`src/rtl/cursor_step_ctrl.sv`:
```
// ============================================================================
// Module      : cursor_step_ctrl
// Description : Turns held direction requests into rate-limited, edge-masked
//               single-cycle step pulses and an optional plot request.
//               Optional feature macro: MOVE_ACCEL_EN (accelerated cool-down).
// Revision    : 1.0 - initial release
// ============================================================================
`default_nettype none

module cursor_step_ctrl #(
    parameter logic [9:0]  X_MAX       = 10'd159,
    parameter logic [9:0]  Y_MAX       = 10'd119,
    parameter logic [23:0] STEP_DIV    = 24'd833333,
    parameter logic [3:0]  ACCEL_AFTER = 4'd8
) (
    input  logic        clock,
    input  logic        reset,
    input  logic [3:0]  dir_req,
    input  logic        paint_en,
    input  logic [9:0]  cur_x,
    input  logic [9:0]  cur_y,
    output logic [3:0]  dir_out,
    output logic        plot_valid,
    input  logic        plot_ready,
    output logic [9:0]  plot_x,
    output logic [9:0]  plot_y,
    output logic        busy
);

    localparam logic [2:0] C_ST_IDLE   = 3'd0;
    localparam logic [2:0] C_ST_STEP   = 3'd1;
    localparam logic [2:0] C_ST_SETTLE = 3'd2;
    localparam logic [2:0] C_ST_PLOT   = 3'd3;
    localparam logic [2:0] C_ST_COOL   = 3'd4;

    logic [2:0]  state_q,     state_d;
    logic [3:0]  step_mask_q, step_mask_d;
    logic [3:0]  prev_mask_q, prev_mask_d;
    logic [3:0]  streak_q,    streak_d;
    logic [23:0] cnt_q,       cnt_d;
    logic [9:0]  plot_x_q,    plot_x_d;
    logic [9:0]  plot_y_q,    plot_y_d;

    logic [3:0]  w_mask_edge;
    logic [3:0]  w_mask;
    logic [23:0] w_cool_load;

    // Edge clamp first, then left/up take priority over right/down.
    always_comb begin
        w_mask_edge = dir_req;
        if (cur_x == 10'd0) w_mask_edge[3] = 1'b0;
        if (cur_x == X_MAX) w_mask_edge[1] = 1'b0;
        if (cur_y == 10'd0) w_mask_edge[2] = 1'b0;
        if (cur_y == Y_MAX) w_mask_edge[0] = 1'b0;
        w_mask = w_mask_edge;
        if (w_mask_edge[3]) w_mask[1] = 1'b0;
        if (w_mask_edge[2]) w_mask[0] = 1'b0;
    end

`ifdef MOVE_ACCEL_EN
    assign w_cool_load = (streak_q == ACCEL_AFTER) ? (STEP_DIV >> 2) : STEP_DIV;
`else
    assign w_cool_load = STEP_DIV;
`endif

    // ------------------------------------------------------------------
    // State register
    // ------------------------------------------------------------------
    always_ff @(posedge clock) begin
        if (reset) begin
            state_q     <= C_ST_IDLE;
            step_mask_q <= 4'd0;
            prev_mask_q <= 4'd0;
            streak_q    <= 4'd0;
            cnt_q       <= 24'd0;
            plot_x_q    <= 10'd0;
            plot_y_q    <= 10'd0;
        end else begin
            state_q     <= state_d;
            step_mask_q <= step_mask_d;
            prev_mask_q <= prev_mask_d;
            streak_q    <= streak_d;
            cnt_q       <= cnt_d;
            plot_x_q    <= plot_x_d;
            plot_y_q    <= plot_y_d;
        end
    end

    // ------------------------------------------------------------------
    // Next-state logic
    // ------------------------------------------------------------------
    always_comb begin
        state_d = state_q;
        case (state_q)
            C_ST_IDLE:   if (w_mask != 4'd0) state_d = C_ST_STEP;
            C_ST_STEP:   state_d = C_ST_SETTLE;
            C_ST_SETTLE: state_d = paint_en ? C_ST_PLOT : C_ST_COOL;
            C_ST_PLOT:   if (plot_ready) state_d = C_ST_COOL;
            C_ST_COOL:   if (cnt_q <= 24'd1) state_d = C_ST_IDLE;
            default:     state_d = C_ST_IDLE;
        endcase
    end

    // ------------------------------------------------------------------
    // Datapath registers
    // ------------------------------------------------------------------
    always_comb begin
        step_mask_d = step_mask_q;
        prev_mask_d = prev_mask_q;
        streak_d    = streak_q;
        cnt_d       = cnt_q;
        plot_x_d    = plot_x_q;
        plot_y_d    = plot_y_q;

        case (state_q)
            C_ST_IDLE: begin
                if (w_mask != 4'd0)
                    step_mask_d = w_mask;
                else if (dir_req == 4'd0)
                    streak_d = 4'd0;
            end
            C_ST_STEP: begin
                if (step_mask_q == prev_mask_q)
                    streak_d = (streak_q >= ACCEL_AFTER) ? ACCEL_AFTER : streak_q + 4'd1;
                else
                    streak_d = 4'd1;
                prev_mask_d = step_mask_q;
            end
            C_ST_SETTLE: begin
                // Position registers took the step on the previous edge.
                plot_x_d = cur_x;
                plot_y_d = cur_y;
            end
            C_ST_COOL: begin
                cnt_d = cnt_q - 24'd1;
            end
            default: ;
        endcase

        if ((state_q != C_ST_COOL) && (state_d == C_ST_COOL))
            cnt_d = w_cool_load;
    end

    // ------------------------------------------------------------------
    // Output decode
    // ------------------------------------------------------------------
    always_comb begin
        dir_out    = (state_q == C_ST_STEP) ? step_mask_q : 4'd0;
        plot_valid = (state_q == C_ST_PLOT);
        busy       = (state_q != C_ST_IDLE);
        plot_x     = plot_x_q;
        plot_y     = plot_y_q;
    end

endmodule

`default_nettype wire

```
`config.mk`:
```
export PLATFORM = sky130hd
export DESIGN_NAME = cursor_step_ctrl
export DESIGN_NICKNAME = d
export VERILOG_FILES = /design/src/rtl/cursor_step_ctrl.sv
export SDC_FILE = /design/constraint.sdc
export NUM_CORES = 1
export LEC_CHECK = 0
export CAP_MARGIN = 20
export CORE_MARGIN = 10
export CORE_UTILIZATION = 35
export CTS_BUF_LIST = sky130_fd_sc_hd__clkbuf_8 sky130_fd_sc_hd__clkbuf_16
export DETAILED_ROUTE_END_ITERATION = 8
export PLACE_DENSITY = 0.69
export SLEW_MARGIN = 20
export SYNTH_ARGS = -nofsm -noshare
export SYNTH_HDL_FRONTEND = slang
export SYNTH_SLANG_ARGS = --single-unit
```
`constraint.sdc`:
```
create_clock -name clock -period 2.4 [get_ports clock]
set_clock_uncertainty 0.1 [all_clocks]
set_input_delay 0.24 -clock clock [delete_from_list [all_inputs] [get_ports clock]]
set_output_delay 0.24 -clock clock [all_outputs]
set_load 0.1 [all_outputs]
```
Word-level counts from Yosys, hierarchy flattened
Index checks and enable logic that the tools add are counted.
W data, S select, Z words.
- add/sub/neg operators: 1
- $lt $le $gt $ge: 1
- equality and inequality tests: 8
- muxes and demuxes: 14
- reductions and logical operators: 9
- operator list (operator ; count):
    $mux W20 ; 2
    $le A24 B1 Y1 const B ; 1
    $sub A24 B1 Y24 const B ; 1
    $logic_not A10 Y1 ; 2
    $pmux W3 S5 ; 1
    $mux W3 ; 4
    $eq A10 B7 Y1 const B ; 1
    $eq A10 B8 Y1 const B ; 1
    $eq A3 B2 Y1 const B ; 2
    $eq A3 B3 Y1 const B ; 2
    $mux W1 ; 6
    $mux W4 ; 1
    $reduce_bool A4 Y1 ; 1
    $eq A3 B1 Y1 const B ; 1
    $logic_not A3 Y1 ; 1
    $ne A3 B3 Y1 const B ; 1
    $reduce_bool A3 Y1 ; 1
    $reduce_and A2 Y1 ; 1
    $reduce_bool A2 Y1 ; 1
    $reduce_or A2 Y1 ; 1
    $logic_and A1 B1 Y1 ; 1
- register bits after elaboration: 51
- bits of input ports: 28
- output and inout port bits: 26
- logic and storage cells: 39

Logic depth before layout (Yosys ltp)
Gate-level depths: netlist of run 1.
- depth in word-level cells: 9
- mapped depth: 6
- depth with buffers taken out: 6

Worst setup path before layout of run 1
Ideal clock, no wire load.
- path type: flip-flop to flip-flop
- start: reg state_q[0]
- end: reg step_mask_q[1]
- library setup time: 116 ps
- data arrival time: 2087 ps
- data required time: 2184 ps
- setup slack: 96 ps
- cell stages (with the launch flop): 7
- buffers on the path: 1
- period minus slack after synthesis: 2304 ps
- cells stage by stage: dfxtp_1 buf_6 nor3_1 inv_1 and3_2 a41o_1 a41o_1
- longest elaborated chain between the ends: 2
- RTL lines (item ; line ; text):
    start: declaration ; 36 ; logic [2:0] state_q, state_d;
    start signal: assignment ; 79 ; state_q <= state_d;
    $logic_not A3 Y1 ; 115 ; case (state_q)
    $reduce_and A2 Y1 (no source line) ; -- ;
    end signal: assignment ; 80 ; step_mask_q <= step_mask_d;
    end: declaration ; 37 ; logic [3:0] step_mask_q, step_mask_d;
Every way passes these cells.
A chain may end at the register's enable or synchronous reset.

Worst setup path after layout of run 1
- start: reg cnt_q[0]
- end: reg cnt_q[18]
- longest elaborated chain between the ends: 6
- elaborated cells on any way between the ends: 9
- those cells by class: add/sub (1); order compare (1); eq/ne (1); mux (4); reduce/logical (2)
- RTL lines (item ; line ; text):
    start: declaration ; 40 ; logic [23:0] cnt_q, cnt_d;
    start signal: assignment ; 83 ; cnt_q <= cnt_d;
    $le A24 B1 Y1 ; 99 ; C_ST_COOL: if (cnt_q <= 24'd1) state_d = C_ST_IDLE;
    $mux W3 ; 99 ;
    $pmux W3 S5 ; 94 ; case (state_q)
    $eq A3 B3 Y1 ; 140 ; if ((state_q != C_ST_COOL) && (state_d == C_ST_COOL))
    $logic_and A1 B1 Y1 ; 140 ;
    $mux W20 or $reduce_bool A2 Y1 (tied branches) ; -- ;
Parallel ways exist; a longest one is shown, timed or not. The select of a mux whose other input is x is not followed.

==> results of run 1 <==
==> logic make-up (layout without fill, tap and decap cells) <==
group	after synthesis	after routing	share of synthesized area
fa+ha+maj	2	2	0.0100
compound gates	67	67	0.194
simple gates	137	137	0.310
buf+inv	26	82	0.0457
flops	51	51	0.410
xor+xnor	4	4	0.0141
mux	4	4	0.0161
==> cells in the mapped netlist, drive strengths merged (4+ instances only) <==
| library cell | n | area share |
|---|---|---|
| or4 | 9 | 0.029 |
| and3 | 4 | 0.011 |
| a311oi | 6 | 0.021 |
| buf | 4 | 0.013 |
| nand4 | 4 | 0.013 |
| clkbuf | 10 | 0.015 |
| a211oi | 7 | 0.021 |
| nor3 | 6 | 0.014 |
| nand3 | 4 | 0.0080 |
| nor2 | 12 | 0.018 |
| a21oi | 26 | 0.052 |
| nand2b | 8 | 0.020 |
| mux2i | 4 | 0.016 |
| nand2 | 59 | 0.089 |
| inv | 11 | 0.017 |
| dfxtp | 51 | 0.41 |
| and2 | 6 | 0.015 |
| nor4 | 10 | 0.043 |
| a31oi | 4 | 0.010 |
| o41ai | 4 | 0.022 |
==> sequential cells by signal (all words and copies together), names as in the netlist <==
signal and count:
cnt_q 24, plot_x 10, plot_y 10, step_mask_q 4
state_q 3
==> worst max-delay path by stage <==
stage / to / cells past startpoint / start / slack, ns
final: cnt_q[18]$_SDFFE_PP0P_ / 7 / cnt_q[0]$_SDFFE_PP0P_ / 0.24
after floorplan: step_mask_q[1]$_SDFFE_PP0P_ / 6 / state_q[0]$_SDFF_PP0_ / 0.1
after global placement: step_mask_q[1]$_SDFFE_PP0P_ / 5 / cur_x[9] / 0.08
after CTS: cnt_q[18]$_SDFFE_PP0P_ / 7 / cnt_q[0]$_SDFFE_PP0P_ / 0.25
after global routing: cnt_q[14]$_SDFFE_PP0N_ / 6 / cnt_q[0]$_SDFFE_PP0P_ / 0.11
after detailed placement: step_mask_q[1]$_SDFFE_PP0P_ / 5 / cur_x[9] / 0.05
==> critical path: stages (launching register included) <==
cell and delay, ns:
dfxtp_1 0.35, inv_1 0.06, ha_1 0.18, nor4bb_1 0.46, nand2_1 0.26, buf_4 0.21, o41ai_1 0.31, a31oi_1 0.08
==> layer usage <==
metal  global-route usage  wire length (um)
met1                0.160              3070
met5                    0                 0
met4               0.0368                86
met3               0.0260               242
met2                0.188              3110
==> power by group <==
part | internal (uW) | switching (uW)
sequential | 930 | 92.4
combinational | 316 | 613
clock | 227 | 279
==> cell usage in the layout, fill, tap and decap left out, types with 2 or more instances in the layout <==
master and count:
a211oi_1 7, a21oi_1 26, a311oi_1 6, a31oi_1 4
a41o_1 2, and2_1 5, and3_1 3, and4_1 2
buf_12 5, buf_4 31, clkbuf_8 6, clkdlybuf4s50_1 27
dfxtp_1 51, ha_1 2, inv_1 11, mux2i_1 4
nand2_1 59, nand2b_1 8, nand3_1 4, nand4_1 3
nor2_1 12, nor2b_1 2, nor3_1 5, nor4_1 7
nor4_4 3, o21ai_0 3, o311a_1 3, o31ai_1 3
o41a_1 2, o41ai_1 3, or3_1 3, or4_1 8
xor2_1 3
==> layout make-up <==
cell class	instances	area (sq um)	area share
inverter	12	45.0	0.0139
clock buffer	6	82.6	0.0255
timing repair buffer	63	603	0.187
sequential	51	1020	0.316
clock inverter	1	5.00	0.00155
multi-input combinational	214	1360	0.420
tap	96	120	0.0372
==> through the flow <==
| step | std cells | hold slack, ns | cell area [sq um] | total power, uW | setup slack, ns |
|---|---|---|---|---|---|
| 4_1_cts | 443 | 0.360 | 3230 | 2480 | 0.247 |
| 2_1_floorplan | 291 | 0.276 | 2490 | 1710 | 0.0962 |
| 5_1_grt | 443 | 0.385 | 3230 | 2610 | 0.111 |
| 6_report | 443 | 0.358 | 3230 | 2460 | 0.245 |
| 3_5_place_dp | 436 | 0.347 | 3150 | 1970 | 0.0477 |
| 3_3_place_gp | 436 | 0.343 | 3150 | 1950 | 0.0790 |
==> metrics.sh, run 1 <==
RUN_STATUS='completed'
INSERTEDDIODECOUNT=0
TIMING.FINAL.CRIT_PERIOD_NS=2.16
WORSTHOLDENDPOINT='plot_x[2]$_SDFFE_PP0N_'
AREA_OF_THE_DIE_SQ_MM=0.0109
WORST_REG2REG_PATH_ENDPOINT='cnt_q[18]$_SDFFE_PP0P_'
FINALHOLDVIOLCOUNT=0
SYNTH_CELL_TYPE_COUNT=56
WORST_IR_DROP_VDD_mV=0.394
AVGVIACOUNTPERCELL=5.19
WORST-SLEW-PIN-TRANSITION_NS=0.458
ASYNCSETRESETFLOPFRACSYNTH=0
WIRE_PER_INST_UM=14.7
IO_BUFFERS=53
DRV_SLEW=0
NUMCTSBUFFERS=5
CORE-AREA_SQ_MM=0.00687
HTREEDEPTH=2
CRIT_ARRIVAL_NS=2.23
SETUP-VIOLATIONS-FINAL=0
UTILIZATION=0.471
DP_HPWL_UM=4960
CLOCK_SINKS=51
POST-CTS-SETUP-BUFFER-COUNT=0
ROWS=30
WORSTSETUPENDPOINTTYPE='flop'
GRT_ANTENNA_BEFORE_REPAIR=0
ROUTED-VIA-COUNT=2300
WORST_R2R_PATH_DEPTH=7
WORST-ENDPOINT-REQUIRED_NS=2.47
CLK_PIN_SLEW_WORST_PATHS_NS=0.09
HOLD_FIX_BUFFERS_AT_CTS=0
RELSLEWSLACK=0.691
WORST_HOLD_PATH.NUM_CELLS=2
RSZ0062_AT_GRT='false'
TOTALNEGATIVESETUPSLACK_NS=0
CP-START-KIND='flop'
CLOCK_TREE_FROM_TRITONCTS='done'
START_UTIL=0.363
HP-CLASS='reg2reg'
GRT_START_MAX_NET_PINS=28
LEAKAGE_uW=0.00122
WORST_SKEW_PAIR.LATE_LATENCY_NS=0.30
FINISH.NET_COUNT=377
COUNT_OF_FLIP_FLOPS_WITH_A_BUILT_IN_ENABLE_AFTER_SYNTHESIS=0
YS.WARNINGS.COUNT=0
TIMING.FMAX_MHz=464
SYNTHESIS.AREA_SQ_MM=0.00249
CLOCK_TREE.BUFFER_DEPTH=2
FLOORPLAN.IO_PINS=54
HP-START='plot_x[2]$_SDFFE_PP0N_'
PRIMARY_FLIP_FLOP_CELL_CHOSEN_BY_SYNTHESIS_MAPPING='dfxtp_1'
ROUTE.ANTENNA.REMAINING_NETS=0
CTS-RESIZED-GATES=0
FIN_CRIT_SH=0.898
INITIALDRTVIOLATIONCOUNT=130
SEQ_AREA_FRAC_SYNTH=0.410
MAXCAPVIOLCOUNT=0
ROUTABILITYCONGESTION=0.796
SYNTH_NETS=321
DIE_Y_UM=104
DETAIL_ROUTE.FIRST_PASS.ITERATIONS=4
SYN-INSTANCE-COUNT=291
CRITICAL_PATH.MAX_FANOUT=7
POWER_DENSITY_mW_PER_MM2=760
DIEWIDTH_UM=104
MEAN_POST_SYNTH_CELL_AREA_SQ_UM=8.56
GRT_PASS1_VIAS=2133
YS_FF_LATCH=51
SHARE_OF_FINAL_LAYOUT_STANDARD_CELLS_STRONGER_THAN_DRIVE_STRENGTH_1=0.156
WORSTREG2REGSTART='cnt_q[0]$_SDFFE_PP0P_'
LAYOUT-AREA-OVERHEAD-VS-SYNTH_PCT=29.8
RRSETUPSLACK_NS=0.24
TIMING_WORST_SETUP_PATH_TYPE='reg2reg'
FILL_CELLS=673
DRT-TOTAL-WL_UM=6500
DRCVIOLATIONCOUNT=0
GLOBALROUTE.TOTALOVERFLOW=0
GLOBAL_ROUTE_WIRE_LENGTH_BEFORE_REPAIR_UM=11100
GRT_USE_TOTAL=0.120
CLK_ROOT_BUFFER_CELL='clkbuf_8'
Power figures use the tool's default switching activity.
==> inputs of run 2 (changes only) <==
- CAP_MARGIN: 20 -> unset
- SKIP_CTS_REPAIR_TIMING: unset -> 1
==> results of run 2 <==
No change in the layout: final DEF, timing and power equal those of run 1.
==> inputs of run 3 (changes only) <==
- CORE_ASPECT_RATIO: unset -> 1.75
- MAX_ROUTING_LAYER: unset -> met4
==> metrics.sh, run 3 (synthesis gave the netlist of run 1 again) <==
RUN_STATUS='completed'
WORST-ENDPOINT-REQUIRED_NS=2.52
MAXCAPVIOLCOUNT=0
WORSTSETUPENDPOINTTYPE='flop'
CP-START-KIND='flop'
FIN_CRIT_SH=0.880
FINAL_CELL_MIX='nand2_1, dfxtp_1, buf_4'
RELSLEWSLACK=0.621
WIRE_PER_INST_UM=15.6
WORST_R2R_PATH_DEPTH=6
INSERTEDDIODECOUNT=0
START_UTIL=0.361
TOTALNEGATIVESETUPSLACK_NS=0
DRT-TOTAL-WL_UM=6710
SWITCHING_POWER_uW=1030
TIMING.FMAX_MHz=474
GLOBALROUTE.TOTALOVERFLOW=0
MOSTFREQUENTLAYOUTCELL='nand2_1'
HP-CLASS='reg2reg'
FINALHOLDVIOLCOUNT=0
LAYOUT-AREA-OVERHEAD-VS-SYNTH_PCT=31.8
SEQPWRFRAC=0.378
FLOORPLAN.IO_PINS=54
INTERNAL_POWER_uW=1690
CLOCK_TREE.BUFFER_DEPTH=2
AVGVIACOUNTPERCELL=5.50
POWER_DENSITY_mW_PER_MM2=827
LEAKAGE_uW=0.00125
WORST_SKEW_PAIR.LATE_LATENCY_NS=0.29
TIMING.CRITICAL_PATH.SLOWEST_STAGE_CELL='or4_1'
CORE-AREA_SQ_MM=0.00691
GRT_ANTENNA_BEFORE_REPAIR=0
HP-START='plot_y[3]$_SDFFE_PP0N_'
RRSETUPSLACK_NS=0.29
WORST_REG2REG_PATH_ENDPOINT='cnt_q[14]$_SDFFE_PP0N_'
POST-PLACE-CELLS=423
AREA_OF_THE_DIE_SQ_MM=0.0110
CLK_PIN_SLEW_WORST_PATHS_NS=0.07
DRV_SLEW=0
ROUTE.ANTENNA.REMAINING_NETS=0
WORSTREG2REGSTART='cnt_q[0]$_SDFFE_PP0P_'
LARGEST_REGISTER_FF_COUNT=24
PATH_CELLS='inv_1, ha_1, nor4bb_1, nand2_1, or4_1, a21oi_1'
RSZ0062_AT_GRT='false'
GRT_USE_TOTAL=0.124
NUMBER_OF_NON_FILLER_INSTANCES_IN_THE_COMPLETED_LAYOUT=431
ROUTABILITYCONGESTION=0.819
WORSTHOLDENDPOINT='plot_y[3]$_SDFFE_PP0N_'
ROWS=40
DRCVIOLATIONCOUNT=0
NUMCTSBUFFERS=5
CLOCK_TREE_FROM_TRITONCTS='done'
CLOCK_SINKS=51
GLOBAL_ROUTE_WIRE_LENGTH_BEFORE_REPAIR_UM=11400
INITIALDRTVIOLATIONCOUNT=83
TIMING.FINAL.CRIT_PERIOD_NS=2.11
DIEWIDTH_UM=83.8
DP_HPWL_UM=5180
DPL-INSTANCE-AREA_SQ_MM=0.00312
TIMING_WORST_SETUP_PATH_TYPE='reg2reg'
SHARE_OF_FINAL_LAYOUT_STANDARD_CELLS_STRONGER_THAN_DRIVE_STRENGTH_1=0.156
CRITICAL_PATH.MAX_FANOUT=7
IO_BUFFERS=53
TOP_REGISTER='cnt_q'
SETUP-VIOLATIONS-FINAL=0
CLOCK_POWER_SHARE=0.281
FINAL_CELL_AREA_SQ_MM=0.00328
ROUTED-VIA-COUNT=2370
GRT_PASS1_VIAS=2341
DETAIL_ROUTE.FIRST_PASS.ITERATIONS=4
CRIT_ARRIVAL_NS=2.24
WORST-SLEW-PIN-TRANSITION_NS=0.566
POWER.SWITCHING_FRACTION=0.379
FILL_CELLS=673
FINISH.NET_COUNT=376
STARTPOINT='cnt_q[0]$_SDFFE_PP0P_'
TIMING.CRITICAL_PATH.BUF_INV=1
COMB_POWER_FRAC=0.341
WORST_PATH_DOMINANT_CELL_FAMILY='simple AND/OR/NAND/NOR gates'
CLK_ROOT_BUFFER_CELL='clkbuf_16'
WORST_IR_DROP_VDD_mV=0.301
WORST_PATH_LARGEST_CELL_DELAY_NS=0.51
GRT_START_MAX_NET_PINS=24
HTREEDEPTH=2
DIE_Y_UM=132
WORST_HOLD_PATH.NUM_CELLS=2
==> run 3: through the flow <==
step / util / total power (uW) / setup WS (ns) / hold slack (ns)
after floorplan: - / 1710 / 0.0962 / 0.276
after global placement: 0.452 / 1960 / 0.0737 / 0.344
after detailed placement: 0.452 / 1980 / 0.0566 / 0.347
after CTS: 0.475 / 2740 / 0.284 / 0.357
after global routing: 0.475 / 2860 / 0.131 / 0.375
final: 0.475 / 2710 / 0.288 / 0.355
==> run 3: layout make-up <==
cell class	instances	area, sq um	share of cell area
Multi-Input combinational cell	214	1360	0.413
Sequential cell	51	1020	0.311
Timing Repair Buffer	62	596	0.181
Clock buffer	7	153	0.0465
Tap cell	84	105	0.0320
Inverter	12	45.0	0.0137
Clock inverter	1	7.51	0.00229
==> run 3: how the worst max path moves through the flow <==
stage | end | slack (ns) | cells after the start
after global routing | cnt_q[14]$_SDFFE_PP0N_ | 0.13 | 6
after detailed placement | step_mask_q[1]$_SDFFE_PP0P_ | 0.06 | 5
after global placement | step_mask_q[1]$_SDFFE_PP0P_ | 0.07 | 5
final | cnt_q[14]$_SDFFE_PP0N_ | 0.29 | 6
after CTS | cnt_q[14]$_SDFFE_PP0N_ | 0.28 | 6
after floorplan | step_mask_q[1]$_SDFFE_PP0P_ | 0.1 | 6
==> run 3: worst reg2reg max path, cell delays in order, from the launching register on <==
cell and delay, ns:
dfxtp_1 0.35, inv_1 0.07, ha_1 0.17, nor4bb_1 0.44, nand2_1 0.25, or4_1 0.51, a21oi_1 0.15
==> run 3: routing by layer <==
metal  part of all wire  track usage
met4              0.025       0.0505
met5                  0            -
met1               0.41        0.133
met3              0.043       0.0266
met2               0.52        0.214
==> run 3: power groups by stage <==
stage	clock network (uW)	registers (uW)	logic, uW
2_1_floorplan	0	1200	512
3_3_place_gp	0	1040	916
3_5_place_dp	0	1040	930
4_1_cts	784	1030	934
5_1_grt	816	1040	1000
6_report	763	1030	926
